`src/rtl/multi_channel_toggle_divider.sv`:
```
// rtl/multi_channel_toggle_divider.sv - bank of programmable-period tick/status dividers
// Each channel wraps every active+1 enabled cycles; period updates are staged in pending.
module multi_channel_toggle_divider #(
    parameter  int N_CH           = 4,
    parameter  int CNT_W          = 8,
    parameter  int DEFAULT_PERIOD = 10,
    localparam int CH_W           = (N_CH > 1) ? $clog2(N_CH) : 1
) (
    input  logic             clk,
    input  logic             rst,
    input  logic             sync_clear,
    input  logic [N_CH-1:0]  en,
    input  logic [N_CH-1:0]  mode,
    input  logic             cfg_we,
    input  logic [CH_W-1:0]  cfg_ch,
    input  logic [CNT_W-1:0] cfg_period,
    output logic [N_CH-1:0]  tick,
    output logic [N_CH-1:0]  status
);

    localparam logic [CNT_W-1:0] C_DEF = CNT_W'(DEFAULT_PERIOD);

    logic [CNT_W-1:0] r_cnt     [N_CH];
    logic [CNT_W-1:0] r_active  [N_CH];
    logic [CNT_W-1:0] r_pending [N_CH];
    logic [N_CH-1:0]  r_tick;
    logic [N_CH-1:0]  r_status;
    logic [N_CH-1:0]  w_wrap;

    // ">=" lets a counter recover if the active period ever drops below it
    always_comb begin
        w_wrap = '0;
        for (int i = 0; i < N_CH; i++) begin
            w_wrap[i] = (r_cnt[i] >= r_active[i]);
        end
    end

    always_ff @(posedge clk) begin
        if (rst) begin
            for (int i = 0; i < N_CH; i++) begin
                r_cnt[i]     <= '0;
                r_active[i]  <= C_DEF;
                r_pending[i] <= C_DEF;
            end
            r_tick   <= '0;
            r_status <= '0;
        end else begin
            for (int i = 0; i < N_CH; i++) begin
                if (cfg_we && (cfg_ch == CH_W'(i))) begin
                    r_pending[i] <= cfg_period;
                end
                // active always samples the pre-write pending value
                if (sync_clear) begin
                    r_cnt[i]    <= '0;
                    r_tick[i]   <= 1'b0;
                    r_status[i] <= 1'b0;
                    r_active[i] <= r_pending[i];
                end else if (en[i]) begin
                    if (w_wrap[i]) begin
                        r_cnt[i]    <= '0;
                        r_tick[i]   <= 1'b1;
                        r_status[i] <= mode[i] ? 1'b1 : ~r_status[i];
                        r_active[i] <= r_pending[i];
                    end else begin
                        r_cnt[i]  <= r_cnt[i] + 1'b1;
                        r_tick[i] <= 1'b0;
                        if (mode[i]) begin
                            r_status[i] <= 1'b0;
                        end
                    end
                end else begin
                    r_tick[i]   <= 1'b0;
                    r_active[i] <= r_pending[i];
                    if (mode[i]) begin
                        r_status[i] <= 1'b0;
                    end
                end
            end
        end
    end

    assign tick   = r_tick;
    assign status = r_status;

endmodule
```
`config.mk`:
```
export PLATFORM = sky130hd
export DESIGN_NAME = multi_channel_toggle_divider
export DESIGN_NICKNAME = d
export VERILOG_FILES = /design/src/rtl/multi_channel_toggle_divider.sv
export SDC_FILE = /design/constraint.sdc
export NUM_CORES = 1
export LEC_CHECK = 0
export ABC_CLOCK_PERIOD_IN_PS = 4400
export BUFFER_PORTS_ARGS = -buffer_cell sky130_fd_sc_hd__buf_4
export CELL_PAD_IN_SITES_DETAIL_PLACEMENT = 0
export CELL_PAD_IN_SITES_GLOBAL_PLACEMENT = 1
export CORE_MARGIN = 2
export CORE_UTILIZATION = 30
export CTS_BUF_LIST = sky130_fd_sc_hd__clkbuf_16
export CTS_CLUSTER_DIAMETER = 100
export DETAILED_ROUTE_END_ITERATION = 16
export PLACE_DENSITY_LB_ADDON = 0.05
export SYNTH_ARGS = -nofsm -noshare
export SYNTH_HDL_FRONTEND = slang
export SYNTH_SLANG_ARGS = --single-unit
export TNS_END_PERCENT = 30
```
`constraint.sdc`:
```
create_clock -name clk -period 4.4 [get_ports clk]
set_input_delay 0 -clock clk [delete_from_list [all_inputs] [get_ports clk]]
set_output_delay 0 -clock clk [all_outputs]
set_load 0.03 [all_outputs]
```
==> results.md, run 1 <==
Pwr:
- The power after layout is 2.19 mW.
- Summed over all cells, the static leakage comes to 2.43 nW.
- VDD sags by at most 0.228 mV.
- The power density over cell area is between 300 and 400 mW/mm^2.

STA:
- The maximum operating frequency is 0.371 GHz.
- Across all setup checks in the final design, the least slack found is 1710 ps.
- For the pin with the worst max-slew slack, the measured transition is 821 ps.
- In this run the tightest slew margin relative to its limit is 45.3%.
- The setup TNS is 0 ps.
- The clock period could shrink to about 2700 ps.
- The total count of max-transition violations in the final report is 0.
- The ratio of final minimum period to clock period is 61.2%.
- Across all hold checks on the routed design, the worst slack comes to 18.0 ps.
- Setup violations remaining at the end of the flow were counted as 0.
- The total count of hold-check failures in the final report is 0.
- Setup repair after global routing left no endpoint under its margin.
- Between clock sinks in the finished design, the worst skew comes to 4.00 ps.

Setup path:
- The worst reg2reg path startpoint is r_cnt[3][0]$_SDFFCE_PN0P_.
- Counting cells, the worst reg-to-reg path comes to 6.
- The endpoint of the most critical register-to-register path is r_active[3][4]$_DFFE_PP_.
- The cell that appears most often on the critical path is sky130_fd_sc_hd__nand2b_1.
- STA classifies the critical path startpoint as a flop.
- The largest single stage delay on the critical path is 520 ps.
- Across all register-to-register paths, the minimum setup slack is 1710 ps.
- The cell at the slowest stage of the critical path is sky130_fd_sc_hd__nand2b_1.
- The biggest fanout along the worst timing path is 16.
- Data on the critical path is required at its endpoint by about 4300 ps.
- Broken down by cell family, the worst path's largest delay share belongs to compound AO/OA/AOI/OAI gates.
- The worst setup path is captured at a flop.
- The type of the setup path with the least slack is flop to flop.
- Data on the critical path arrives at its endpoint at between 2000 and 3000 ps.
- Counting both buffers and inverters, the worst setup path holds a total of 1.
- The critical path goes through inv_1 -> ha_1 -> nand2b_1 -> a2111o_1 -> a2111oi_4 -> nand2b_1.

Outcome:
- The flow ran to the end, and the final reports show no timing, DRC or antenna violations.

Finish:
- The final non-filler cell total is approximately 700.
- The area used by multi-input combinational logic is 0.00184 sq mm.
- The post-route netlist has roughly 11% of its cells at a drive strength greater than 1.
- The filler cells instantiated in the layout total about 1700.
- Once layout is done, the placed cells without fillers occupy 0.00605 sq mm.
- The number of nets in the finished design is between 500 and 600.
- The end-of-flow core utilization is a little over a third.
- The sequential cells in the finished layout cover a total of 0.00304 sq mm.
- The area growth from synthesis to layout is 18.7%.
- The antenna cell count is 0.

Die:
- During I/O placement, the number of pins put on the boundary was 30.
- In this run the core area contains 47 standard-cell rows.
- The die is 134 um tall.
- The die footprint is between 0.015 and 0.02 sq mm.
- The total core area is 0.0166 sq mm.
- For this configuration, the core starts out at a cell density of 30.8%.
- The die boundary width is 134 um.

Routing:
- The final layout contains routed wiring with a total length of 9690 um.
- The average wire length per cell after detail routing is about 14 um.
- The final antenna-violating net count is 0.
- The number of design-rule violations left by the first detailed-router iteration is 162.
- After detailed routing, the number of remaining DRC violations is 0.
- The total via count after detailed routing is 3075.
- The post-detailed-route via-to-cell ratio is between 4 and 5.
- The first TritonRoute pass finished after 4 iterations.

Synth:
- Summing the areas of all and, or, nand and nor instances in the mapped netlist gives 16.7% of the synthesized area.
- The adder-cell share of the synthesized area is ~9%.
- The async set or reset register ratio after synthesis is 0%.
- Sequential elements use 59.7% of the synthesized area.
- The total number of yosys warnings is 0.
- The most frequent cell after synthesis is sky130_fd_sc_hd__edfxtp_1.
- Synthesis produced a netlist with a net count of 482.
- The share of the synthesized area in compound gates (AO/OA/AOI/OAI) is 6.50%.
- In this run the cell area of the synthesized design comes to 0.00510 sq mm.
- The number of enable-type register cells in the synthesized netlist is 96.
- The proportion of netlist area held by the largest area contributor is between 50% and 60%.
- After technology mapping, the gate count stands at 424.
- After synthesis the netlist holds a flip-flop and latch count of 104.
- Counting distinct cell types in the post-synthesis netlist gives 32.
- Ranked by total cell area, the synthesized netlist is headed by sky130_fd_sc_hd__edfxtp_1 57%, sky130_fd_sc_hd__ha_1 8.8%, sky130_fd_sc_hd__and2_1 5.9%.
- The multiplexer share of the synthesized area is 0%.
- The post-synthesis xor/xnor area fraction is 4.12%.
- The synthesized design spends more area on one cell type than any other, namely sky130_fd_sc_hd__edfxtp_1.
- After synthesis, the largest family of logic cells by area is simple AND/OR/NAND/NOR gates.
- After synthesis, the most frequently instantiated cells are 96 x sky130_fd_sc_hd__edfxtp_1, 52 x sky130_fd_sc_hd__inv_1, 48 x sky130_fd_sc_hd__and2_1, 36 x sky130_fd_sc_hd__ha_1, 31 x sky130_fd_sc_hd__nor2_1.
- The post-synthesis average cell area is 12.0 sq um.
- The top flip-flop cell by instance count after synthesis is sky130_fd_sc_hd__edfxtp_1.

Clock tree:
- The total number of H-tree levels is 3.
- TritonCTS created 9 clock buffers.
- Clock tree synthesis selected as its root buffer the cell sky130_fd_sc_hd__clkbuf_16.
- The count of buffers added by post-CTS timing repair for setup is 0.
- The clock slew seen by the registers of the worst setup and hold paths is 70 ps.
- TritonCTS built the clock tree.
- The clock net in this run drives a total of 104 sinks.
- The clock passes through at most 2 buffers.
- The clock latency of the later-clocked register in the worst-skew pair is 340 ps.

Worst hold path:
- The number of cells traversed by the worst hold path is 2.
- The worst hold path startpoint is rst.
- The path with the worst hold slack has its endpoint at tick[1]$_SDFF_PP0_.
- The path type of the worst min-delay path is input pin to flop.

GRT:
- Global routing used 11.4% of the available tracks.
- The overall overflow remaining after global route is 0.
- The initial antenna violation count was 1.
- The maximum number of pins on one net before global-route repair is 19.
- The global-route wire length before repair is 15600 um.
- The number of global-route vias before repair was 2976.

Placed design:
- The sum of net half-perimeters after detailed placement is around 7100 um.
- After detailed placement, the design holds a cell count of 670.
- The number of port buffers is 29.
- Before CTS, the worst setup slack after placement is 1640 ps.
- The post-place instance area is 0.00558 sq mm.
- At the end of routability-driven placement, the weighted congestion stood at 0.739.

Run:
- The total of max-cap violations is 0.
[worst register-to-register path, delay by kind of cell, from the launching register on]
family          cells  cell delay, ps
simple gates        2             660
flops               1             450
buf+inv             1              70
fa+ha+maj           1             280
compound gates      2             830
[state kept, by name (all words and copies together), names as in the netlist]
register,cells
status,4
r_active,32
r_pending,32
r_cnt,32
tick,4
[how the worst max path moves through the flow]
| stage | from | depth (start not counted) | end |
|---|---|---|---|
| after global routing | r_cnt[3][0]$_SDFFCE_PN0P_ | 6 | r_active[3][6]$_DFFE_PP_ |
| after CTS | r_cnt[3][0]$_SDFFCE_PN0P_ | 6 | r_active[3][6]$_DFFE_PP_ |
| final | r_cnt[3][0]$_SDFFCE_PN0P_ | 6 | r_active[3][4]$_DFFE_PP_ |
| after floorplan | r_cnt[2][0]$_SDFFCE_PN0P_ | 6 | r_active[2][0]$_SDFFCE_PN0P_ |
| after global placement | r_cnt[3][0]$_SDFFCE_PN0P_ | 6 | r_active[3][7]$_DFFE_PP_ |
| after detailed placement | r_cnt[3][0]$_SDFFCE_PN0P_ | 6 | r_active[3][7]$_DFFE_PP_ |
[placed cells by master (no fill, tap or decap), drive strengths merged, types with 4 or more instances in the layout]
master        n
a2111o        4
a21oi        16
and2         48
and3          9
buf          30
clkbuf        9
dfxtp         8
dlygate4sd3  18
edfxtp       96
ha           36
inv          55
nand2        11
nand2b       18
nand3        18
nand4         4
nor2         37
o21ai        11
o21bai        4
or3           6
xnor2         8
xor2         16
[layer usage]
layer,vias up,part of all wire [%],global-route usage [%],routed length [um]
li1,1586,-,-,-
met1,1442,49,15.4,4750
met2,40,46,17.6,4440
met3,7,4.1,3.67,395
met4,0,1.1,2.98,108
met5,-,0,0,0
[logic make-up (layout without fill, tap and decap cells)]
| family | count (synthesis) | in the layout |
|---|---|---|
| adders and majority gates | 36 | 36 |
| and+or+nand+nor | 157 | 157 |
| AOI/OAI and AO/OA | 47 | 47 |
| xor gates and xnor gates | 24 | 24 |
| buffers and inverters | 56 | 116 |
| DFF | 104 | 104 |
[where the power goes]
group	internal, mW	total [mW]	leakage, nW	switching (mW)
sequential	1.15	1.18	1.10	0.0304
clock	0.437	0.793	0.142	0.356
combinational	0.0932	0.218	1.19	0.124
total	1.68	2.19	2.43	0.511
[repair_timing]
| item | CTS | global route |
|---|---|---|
| hold buffers | 18 | 0 |
| resized for setup | 0 | 0 |
| endpoints found under the hold margin | 38 | 0 |
[final cells by class]
cell class / instances / area share, %
multi-input combinational: 264 / 30.5
timing repair buffer: 48 / 6.70
clock inverter: 7 / 1.07
inverter: 52 / 3.22
sequential: 104 / 50.3
clock buffer: 9 / 3.72
tap: 220 / 4.55
No activity file was read; power rests on OpenSTA's default activity.
==> inputs of run 2 (changes only) <==
--- a/config.mk
+++ b/config.mk
@@ -5,7 +5,7 @@
 export SDC_FILE = /design/constraint.sdc
 export NUM_CORES = 1
 export LEC_CHECK = 0
-export ABC_CLOCK_PERIOD_IN_PS = 4400
+export ABC_CLOCK_PERIOD_IN_PS = 2600
 export BUFFER_PORTS_ARGS = -buffer_cell sky130_fd_sc_hd__buf_4
 export CELL_PAD_IN_SITES_DETAIL_PLACEMENT = 0
 export CELL_PAD_IN_SITES_GLOBAL_PLACEMENT = 1
==> constraint.sdc (replaced) <==
create_clock -name clk -period 2.6 [get_ports clk]
set_input_delay 0 -clock clk [delete_from_list [all_inputs] [get_ports clk]]
set_output_delay 0 -clock clk [all_outputs]
set_load 0.03 [all_outputs]
==> run 2 against run 1 <==
Compared with the run above:
- critical path depth is 2 higher
- final area is 0.25% higher
- total power grew 69%
- sequential power up 69%
- fmax grew 13%
- setup slack lost 1500 ps
- non-clock buffer count rose by 4
- final cell count grew 0.57%
- combinational power increased by 73%
- register-to-register slack worse by 1500 ps
- die area did not move
- largest power group unchanged
==> results.md, run 2 (synthesis gave the netlist of run 1 again) <==
Routing:
- The length of the first detailed-routing pass in iterations is 4 (unchanged).
- The total via count after detailed routing is 3132 (+1.9%).
- The wire length after detailed routing is 9950 um (+2.6%).
- The number of design rule violations left after detail routing was 0 (unchanged).
- The post-detailed-route via-to-cell ratio is 4.42 (+1.3%).
- The final antenna-violating net count came to 0 (unchanged).
- The number of design-rule violations left by the first detailed-router iteration was 147 (-9.3%).
- The average wire length per cell after detail routing is 14.1 um (+2.1%).

GRT:
- The initial antenna violation count is 0 (-1).
- The met3 layer usage reported by global route is 2.95% (-0.72 points).
- The layer flagged by global routing as most heavily used is met2.
- The global-route wire length before repair is 16200 um (+4.1%).
- The maximum number of pins on one net before global-route repair is 19 (unchanged).
- The aggregate global-route resource usage is 11.8% (+0.47 points).
- The overall overflow remaining after global route is 0 (unchanged).
- The met2 track utilization from global routing was 17.0% (-0.57 points).
- The met1 demand-to-capacity share in global routing is 17.0% (+1.6 points).
- The number of global-route vias before repair is 3069 (+3.1%).

Setup path:
- The type of destination of the critical path is a flop.
- The required time reported for the critical path endpoint was 2890 ps (-1430 ps).
- The signal on the critical path passes through inv_1 -> ha_1 -> nand2b_1 -> a2111o_1 -> a21oi_2 -> o2111ai_1 -> o31ai_1 -> dlygate4sd3_1.
- The arrival time at the worst endpoint is 2670 ps (+50 ps).
- The slowest stage of the critical path is the sky130_fd_sc_hd__dlygate4sd3_1 cell.
- The buffers plus inverters on the worst setup path is 2 (+1).
- The setup path with the least slack is of type flop to flop.
- The largest stage delay on the critical path is 570 ps (+50 ps).
- The biggest fanout along the worst timing path is 5 (-11).
- The worst setup path is launched from a flop.
- The cell family contributing the most delay on the critical path is compound AO/OA/AOI/OAI gates.

Finish:
- The share of layout cells above drive strength 1 is 12.1% (+0.93 points).
- The end-of-flow core utilization is 36.6% (+0.090 points).
- The number of nets in the finished design was 541 (+0.74%).
- The antenna cell count is 0 (unchanged).
- The top cell types in the final layout, fill and taps aside, are 96 x sky130_fd_sc_hd__edfxtp_1, 54 x sky130_fd_sc_hd__inv_1, 48 x sky130_fd_sc_hd__and2_1, 36 x sky130_fd_sc_hd__ha_1, 36 x sky130_fd_sc_hd__buf_4.
- The final non-filler cell total is 708 (+0.57%).
- The growth of design area from synthesis to finish is 19.0%.
- The area used by multi-input combinational logic is 0.00184 sq mm (unchanged).
- The largest registers in the layout are r_active: 32 flops, r_cnt: 32 flops, r_pending: 32 flops.
- The count of fill cells added during filler insertion came to 1693 (+0.47%).
- The final instance area is 0.00607 sq mm (+0.25%).
- The area occupied by registers was 0.00304 sq mm (unchanged).
- Leaving out fill and tap cells, the most frequent cell in the layout is sky130_fd_sc_hd__edfxtp_1.

Pwr:
- The switching power summed over all nets is 0.863 mW (+69%).
- The clock network fraction of design power is 35.8% (-0.4 points).
- The leakage power is 2.45 nW (+0.80%).
- The internal power summed over all cells is 2.84 mW (+69%).
- The peak supply drop came to 0.314 mV (+38%).
- The share of power burned in combinational logic is 10.2% (+0.3 points).
- The power after layout came to 3.71 mW (+69%).
- The share of total power consumed by net switching is 23.3% (about the same).
- The sequential cell fraction of total power is 54.0% (about the same).
- The power density over cell area is 611 mW/mm^2 (+69%).

STA:
- The setup-violating endpoint count in the final report came to 0 (unchanged).
- Setup repair after global routing left no endpoint under its margin.
- The ratio of final minimum period to clock period was 91.4% (+30 points).
- The setup TNS is 0 ps (unchanged).
- The final clock skew is 3.33 ps (-0.672 ps).
- The pin slew with the least headroom to its limit was 748 ps (-73.4 ps).
- The final critical path time including I/O delays and setup is 2380 ps (-317 ps).
- The total count of max-transition violations in the final report is 0 (unchanged).
- The minimum setup slack in the final design is 223 ps (-1480 ps).
- The total count of hold-check failures in the final report is 0 (unchanged).
- The worst hold-check slack is 21.4 ps (+3.32 ps).
- The maximum operating frequency was 0.421 GHz (+13%).
- The relative slew slack is 50.1% (+4.8 points).

Clock tree:
- The quantity of gates resized following cts is 0 (unchanged).
- The total clock buffers created by CTS is 9 (unchanged).
- The count of buffers added by post-CTS timing repair for setup is 0 (unchanged).
- The total number of H-tree levels is 3 (unchanged).
- The count of hold buffers inserted by post-cts repair is 16 (-2).
- The clock latency of the later-clocked register in the worst-skew pair came to 350 ps (about the same).
- The clock slew seen by the registers of the worst setup and hold paths is 70 ps (about the same).
- The maximum buffer depth of the clock tree is 2 (unchanged).
- The CTS tree is done.
- The number of clock sinks seen by CTS is 104 (unchanged).
- CTS placed an instance of sky130_fd_sc_hd__clkbuf_16 at the clock tree root.

Placed design:
- The number of port buffers is 29 (unchanged).
- The instance count after placement with tap cells included is 676 (+0.90%).
- The post-placement worst setup slack is 263 ps (-1380 ps).
- The post-place instance area is 0.00563 sq mm (+0.81%).
- The global placer's final weighted congestion was 0.728 (-1.5%).
- The sum of net half-perimeters after detailed placement is 7250 um (+2.4%).

Die:
- The total core area is 0.0166 sq mm (unchanged).
- The y dimension of the die was 134 um (unchanged).
- The die boundary width is 134 um (unchanged).
- The die footprint is 0.0181 sq mm (unchanged).
- The I/O pin count is 30 (unchanged).
- The number of standard-cell rows in the floorplan was 47 (unchanged).
- The initial core utilization came to 30.8% (unchanged).

Run:
- The total of max-cap violations is 0 (unchanged).

Outcome:
- The flow ran to the end, and the final reports show no timing, DRC or antenna violations.

Worst hold path:
- In this run the worst hold path is classified as input pin to flop.
[run 2: changes by cell type in the layout (fill, tap and decap cells not counted)]
cell                            delta
sky130_fd_sc_hd__buf_4             +6
sky130_fd_sc_hd__clkinv_2          +2
sky130_fd_sc_hd__clkinv_1          +1
sky130_fd_sc_hd__dlygate4sd3_1     -2
sky130_fd_sc_hd__clkinvlp_4        -2
sky130_fd_sc_hd__inv_6             -1
[run 2: worst paths after layout]
check | start | end | slack, ps | cells past startpoint
worst min register to register | status[1]$_SDFF_PP0_ | status[1]$_SDFF_PP0_ | 500 | 2
worst max-delay path | r_cnt[0][0]$_SDFFCE_PN0P_ | status[0]$_SDFF_PP0_ | 220 | 8
worst min-delay path | rst | tick[2]$_SDFF_PP0_ | 20 | 2
worst max register to register | r_cnt[0][0]$_SDFFCE_PN0P_ | status[0]$_SDFF_PP0_ | 220 | 8
[run 2: power by group through the flow]
stage	combinational [mW]	sequential, mW	clock, mW
after CTS	0.387	2.00	1.38
after global routing	0.437	2.01	1.44
after detailed placement	0.366	2.04	0
after floorplan	0.234	2.03	0
after global placement	0.362	2.04	0
final	0.377	2.00	1.33
[run 2: layout make-up]
class	count	share of cell area, %
inverter	52	3.22
sequential	104	50.1
tap	220	4.54
timing repair buffer	52	7.09
clock inverter	7	0.907
clock buffer	9	3.71
multi-input combinational	264	30.4
[run 2: layer usage]
layer | wire [um] | part of all wire [%]
met4 | 167 | 1.7
met1 | 5180 | 52
met3 | 260 | 2.6
met5 | 0 | 0
met2 | 4340 | 44
[run 2: worst register-to-register path: cells and delay by family, from the launching register on]
family          cells  cell delay [ps]
simple gates        1              140
compound gates      4              880
buf+inv             2              650
fa+ha+maj           1              220
flops               1              430
